[src/rtl/mdu_pkg.sv]
// mdu_pkg: shared FSM state type, RV32M funct3 encodings and step count for the multiply/divide unit
package mdu_pkg;
  typedef enum logic [1:0] {IDLE, CALC, DONE} mdu_state_e;
  localparam logic [2:0] MDU_MUL    = 3'b000;
  localparam logic [2:0] MDU_MULH   = 3'b001;
  localparam logic [2:0] MDU_MULHSU = 3'b010;
  localparam logic [2:0] MDU_MULHU  = 3'b011;
  localparam logic [2:0] MDU_DIV    = 3'b100;
  localparam logic [2:0] MDU_DIVU   = 3'b101;
  localparam logic [2:0] MDU_REM    = 3'b110;
  localparam logic [2:0] MDU_REMU   = 3'b111;
  localparam int MDU_STEPS = 32;
endpackage

[src/rtl/mdu_datapath.sv]
// mdu_datapath: shift-add multiplier / restoring divider with sign correction (load/step/is_div control in, result out)
module mdu_datapath
  import mdu_pkg::*;
#(
  parameter int XLEN = 32
) (
  input  logic            clk_i,
  input  logic            rst_i,
  input  logic            load,
  input  logic            step,
  input  logic            is_div,
  input  logic            special,
  input  logic [2:0]      funct3,
  input  logic [2:0]      op,
  input  logic [XLEN-1:0] a,
  input  logic [XLEN-1:0] b,
  output logic [XLEN-1:0] result
);
  logic [2*XLEN-1:0] prod, prod_c;
  logic [XLEN:0]     rem, sum;
  logic [XLEN+1:0]   sh, diff;
  logic [XLEN-1:0]   quo, dvs, am, bm, quo_c, rem_c;
  logic              neg_q, neg_r, a_neg, b_neg, sa, sb;
  assign sa    = funct3 inside {MDU_MULH, MDU_MULHSU, MDU_DIV, MDU_REM};
  assign sb    = funct3 inside {MDU_MULH, MDU_DIV, MDU_REM};
  assign a_neg = sa && a[XLEN-1];
  assign b_neg = sb && b[XLEN-1];
  assign am    = a_neg ? -a : a;
  assign bm    = b_neg ? -b : b;
  assign sum   = {1'b0, prod[2*XLEN-1:XLEN]} + (prod[0] ? {1'b0, dvs} : '0);
  assign sh    = {rem, quo[XLEN-1]};
  assign diff  = sh - {2'b0, dvs};
  always_ff @(posedge clk_i) begin
    if (rst_i) begin
      prod  <= '0;
      rem   <= '0;
      quo   <= '0;
      dvs   <= '0;
      neg_q <= 1'b0;
      neg_r <= 1'b0;
    end else if (load) begin
      prod  <= {{XLEN{1'b0}}, am};
      quo   <= !special ? am : b == '0 ? '1 : {1'b1, {(XLEN-1){1'b0}}};
      rem   <= (!special || b != '0) ? '0 : {1'b0, a};
      dvs   <= bm;
      neg_q <= !special && (a_neg ^ b_neg);
      neg_r <= !special && a_neg;
    end else if (step && is_div) begin
      quo <= {quo[XLEN-2:0], !diff[XLEN+1]};
      rem <= diff[XLEN+1] ? sh[XLEN:0] : diff[XLEN:0];
    end else if (step) begin
      prod <= {sum, prod[XLEN-1:1]};
    end
  end
  assign prod_c = neg_q ? -prod : prod;
  assign quo_c  = neg_q ? -quo : quo;
  assign rem_c  = neg_r ? -rem[XLEN-1:0] : rem[XLEN-1:0];
  assign result = op == MDU_MUL ? prod_c[XLEN-1:0] :
                  !op[2]        ? prod_c[2*XLEN-1:XLEN] :
                  !op[1]        ? quo_c : rem_c;
endmodule

[src/rtl/mdu_ctrl.sv]
// mdu_ctrl: RV32M sequencer (start/funct3/flush/operands in; stall/busy/valid/result out) with IDLE/CALC/DONE FSM
module mdu_ctrl
  import mdu_pkg::*;
#(
  parameter int XLEN = 32
) (
  input  logic            clk_i,
  input  logic            rst_i,
  input  logic            start_i,
  input  logic [2:0]      funct3_i,
  input  logic            flush_i,
  input  logic [XLEN-1:0] operand_a_i,
  input  logic [XLEN-1:0] operand_b_i,
  output logic            stall_o,
  output logic            busy_o,
  output logic            valid_o,
  output logic [XLEN-1:0] result_o
);
  mdu_state_e      state;
  logic [5:0]      cnt;
  logic [2:0]      op_q;
  logic            special, load;
  logic [XLEN-1:0] res;
  assign special = funct3_i[2] && (operand_b_i == '0 ||
                   (!funct3_i[0] && operand_a_i == {1'b1, {(XLEN-1){1'b0}}} && operand_b_i == '1));
  assign load    = state == IDLE && start_i && !flush_i;
  always_ff @(posedge clk_i) begin
    if (rst_i) begin
      state <= IDLE;
      cnt   <= '0;
      op_q  <= '0;
    end else if (flush_i) begin
      state <= IDLE;
    end else begin
      case (state)
        IDLE: if (start_i) begin
          state <= special ? DONE : CALC;
          cnt   <= '0;
          op_q  <= funct3_i;
        end
        CALC: begin
          cnt   <= cnt + 6'd1;
          state <= cnt == 6'(MDU_STEPS - 1) ? DONE : CALC;
        end
        default: state <= IDLE;
      endcase
    end
  end
  mdu_datapath #(.XLEN(XLEN)) u_dp (
    .clk_i   (clk_i),
    .rst_i   (rst_i),
    .load    (load),
    .step    (state == CALC),
    .is_div  (op_q[2]),
    .special (special),
    .funct3  (funct3_i),
    .op      (op_q),
    .a       (operand_a_i),
    .b       (operand_b_i),
    .result  (res)
  );
  assign stall_o  = start_i && state != DONE && !flush_i && !rst_i;
  assign busy_o   = state != IDLE;
  assign valid_o  = state == DONE && !flush_i;
  assign result_o = valid_o ? res : '0;
endmodule
[config.mk]
export PLATFORM = sky130hd
export DESIGN_NAME = mdu_ctrl
export DESIGN_NICKNAME = d
export VERILOG_FILES = /design/src/rtl/mdu_pkg.sv /design/src/rtl/mdu_datapath.sv /design/src/rtl/mdu_ctrl.sv
export SDC_FILE = /design/constraint.sdc
export NUM_CORES = 1
export LEC_CHECK = 0
export BUFFER_PORTS_ARGS = -buffer_cell sky130_fd_sc_hd__buf_2
export CORE_MARGIN = 8
export CORE_UTILIZATION = 55
export DETAILED_ROUTE_END_ITERATION = 16
export PLACE_DENSITY = 0.74
export SYNTH_ARGS = -nofsm -noshare
export SYNTH_HDL_FRONTEND = slang
export SYNTH_SLANG_ARGS = --single-unit
[constraint.sdc]
create_clock -name clk_i -period 3.6 [get_ports clk_i]
set_input_delay 0.54 -clock clk_i [delete_from_list [all_inputs] [get_ports clk_i]]
set_output_delay 0.54 -clock clk_i [all_outputs]
set_load 0.005 [all_outputs]
==> impl_metrics.toml <==
[final_layout]
final_cell_area_mm2 = 0.0180
fillCellCount = 2409
drive_above_1_share_pct = 16.9
nNetsFinal = 2379
fin_cells = 2628
area_delta_synth_final_pct = 15.6

[die]
num_rows = 61
initial_utilization_pct = 56.0
fp.dieArea_mm2 = 0.0340
ioPinCount = 106
die_w_um = 184
coreArea_mm2 = 0.0279
dieHeight_um = 184

[yosys]
synth_fp_nets = 2276
synth_area_leaders = "dfxtp_1 (22%), xnor2_1 (7.4%), ha_1 (5.7%), nand2_1 (5.6%), nor2_1 (5.5%)"
synthCells = 2132
syn_area_mm2 = 0.0156
synth_mux_area_share_pct = 2.02
synth_simple_gate_area_share_pct = 23.3
synth.distinct_cells = 81
synth_top_flop_cell = "dfxtp_1"
yosys_warnings = 0
synth_top_family_by_area = "compound AO/OA/AOI/OAI gates"
syn_area_per_cell_um2 = 7.32
synth_compound_area_share_pct = 28.5
seq_area_frac_synth_pct = 22.3
synth_largest_area_cell = "dfxtp_1"
yosys.area.top_type_share_pct = 22.3
synth_edf_count = 0
postSynth.asyncResetShare_pct = 0
synth-adder-area-share_pct = 5.95
synth_xor_area_share_pct = 12.7
ys_ff_latch = 174

[placed_design]
placed_cells = 2576
placed_area_mm2 = 0.0168
portBuffers = 105
dp_hpwl_um = 46000
post-place-ws_ns = 0.0672
routabilityCongestion = 1.04

[drt]
wl_met2_um = 26300
routedWlPerCell_um = 22.9
top_layer = "met4"
wl_met3_um = 7150
dr.pass1.iters = 6
route.vias.total = 17400
ant_nets = 0
routed_via_density = 6.62
postRouteWirelength_um = 60300
m1WireLength_um = 23700
drtIter0Drc = 2320
route.detailed.drc = 0

[worst_setup_path]
critPathBufInv = 2
cpPeakStageDelay_ns = 0.56
crit_family = "simple AND/OR/NAND/NOR gates"
critical_path_arrival_ns = 3.24
critPathKind = "register to output pin"
rr_startpoint = "u_dp.dvs[10]"
endpoint_kind = "output pin"
cpMaxStageDelayCell = "or4_4"
worstReg2RegEnd = "u_dp.rem[27]"
cp_cell_sequence = "or4_4 > nor4_4 > buf_4 > nand4_4 > or2_4 > nand2b_4 > o41ai_4 > xor2_1 > nor2_1 > o221a_1 > buf_2"
ff2ff_setup_slack_ns = 0.28
critPathMaxFanout = 5
rr_worst_depth = 15
required_ns = 3.06
cp-start-kind = "register"

[sta]
fin_tns_setup_ns = -1.54
hold_viol = 0
rsz0062_at_grt = "true"
slew_viol_final = 0
clock_skew_ns = 0.0103
relSlewSlack_pct = 16.2
worst_pin_slew_ns = 1.26
max_freq_ghz = 0.264
layout_setup_ws_ns = -0.183
fin_crit_ns = 3.78
post-route-period-util_pct = 105
setup_viol = 18

[cts]
cts-root-buf = "clkbuf_16"
numCtsBuffers = 17
cts_hold_buffers = 0
clk_latency_ns = 0.45
clock_sinks = 174
clk_path_buf_depth = 2
cts-htree-levels = 4
cts.clk_slew.worst_paths_ns = 0.07
cts_tree = "yes"

[power_and_ir_drop]
p_leak_nw = 6.99
p_per_area_mw_per_mm2 = 359
ir_worst_vdd_uv = 302

[min_path]
hold_depth = 3
hp-start = "operand_b_i[0]"
hp-class = "input pin to register"
worstHoldEndpoint = "u_dp.dvs[0]"

[global_route]
track_usage_pct = 34.4
grt_pass1_vias = 15800
antenna_found_initial = 0
grt_max_degree = 78
grt_remaining_overflow = 0
grt_pass1_wl_um = 91200

[status]
violations = "setup timing"
status = "complete, but fails checks"

[run]
maxCapViolCount = 0
==> report_power, final <==
part / internal (mW) / total [mW] / switching [mW]
sequential: 2.04 / 2.18 / 0.145
combinational: 0.917 / 2.36 / 1.44
clock: 1.05 / 1.94 / 0.887
==> worst min-delay path, delay by kind of cell <==
family / cells / cell delay, ns
compound gates: 1 / 0.06
buf+inv: 1 / 0.13
simple gates: 1 / 0.07
==> metrics by stage <==
step | hold WS (ns) | power (mW) | utilization, %
after global placement | 0.442 | 4.32 | 60.4
final | 0.387 | 6.48 | 64.8
after floorplan | 0.432 | 3.65 | -
after detailed placement | 0.448 | 4.35 | 60.4
after global routing | 0.400 | 6.74 | 64.8
after CTS | 0.371 | 6.32 | 63.5
==> cell type report <==
cell class	count	area (um^2)	area share (%)
inverter	72	278	1.54
timing repair buffer	216	1390	7.70
clock inverter	14	153	0.846
antenna	2	5.00	0.0277
tap	378	473	2.62
clock buffer	18	439	2.43
sequential	174	3510	19.4
multi-input combinational	1754	11800	65.4
==> state kept, by name, indices dropped and copies added, names as in the netlist <==
register	count
u_dp.quo	32
u_dp.neg_r	1
op_q	3
u_dp.neg_q	1
state	2
cnt	6
u_dp.rem	33
u_dp.prod	64
u_dp.dvs	32
==> kinds of logic (layout without fill, tap and decap cells) <==
| logic type | Yosys count | count (layout) |
|---|---|---|
| xor+xnor | 227 | 227 |
| mux | 31 | 31 |
| buf+inv | 204 | 320 |
| fa+ha+maj | 73 | 73 |
| flops | 174 | 174 |
| compound gates | 664 | 664 |
| other cells | 0 | 2 |
| simple gates | 759 | 759 |
==> layer usage <==
metal | global-route usage [%] | vias up
met2 | 51.9 | 1019
li1 | - | 8005
met4 | 16.6 | 0
met3 | 9.69 | 164
met5 | 0 | -
met1 | 44.6 | 8202
==> cells in the mapped netlist, types with 36 or more instances <==
cell type  number
a211oi_1       52
a21oi_1       146
a221oi_1       43
a311oi_1       36
clkbuf_1      115
dfxtp_1       174
ha_1           71
inv_1          70
nand2_1       232
nand3_1        43
nor2_1        228
nor3_1         68
o21ai_0       149
o31ai_1        46
xnor2_1       131
xor2_1         96
==> layout by cell type, fill, tap and decap left out, types with 19 or more instances in the layout <==
cell type,count
buf_2,104
a211oi_1,48
xor2_1,96
nand4_1,19
dfxtp_1,162
nor3_1,64
nand3_1,43
o21ai_0,132
ha_1,69
a21oi_1,137
a221oi_1,37
o211ai_1,19
a311oi_1,36
xnor2_1,129
o31ai_1,38
a21o_1,25
nand2_1,230
buf_4,109
a31oi_1,19
inv_1,66
nand2b_1,24
nor2_1,223
mux2i_1,27
==> repair_timing <==
action / in CTS / in global routing
pin swaps: 14 / 31
cloned: 0 / 0
buffers inserted: 7 / 11
gates resized for setup: 56 / 69
setup endpoints to repair: 27 / 35
==> worst max-delay path by stage <==
stage / slack (ns) / start / endpoint / cells after the start
2_1_floorplan: 0.44 / u_dp.prod[14] / result_o[28] / 10
3_3_place_gp: 0.07 / operand_b_i[9] / u_dp.quo[0] / 10
3_5_place_dp: 0.07 / operand_b_i[9] / u_dp.quo[0] / 10
4_1_cts: -0.09 / u_dp.prod[11] / result_o[28] / 11
5_1_grt: -0.26 / u_dp.prod[11] / result_o[28] / 11
6_report: -0.18 / u_dp.prod[11] / result_o[28] / 11
Power figures use the tool's default switching activity.
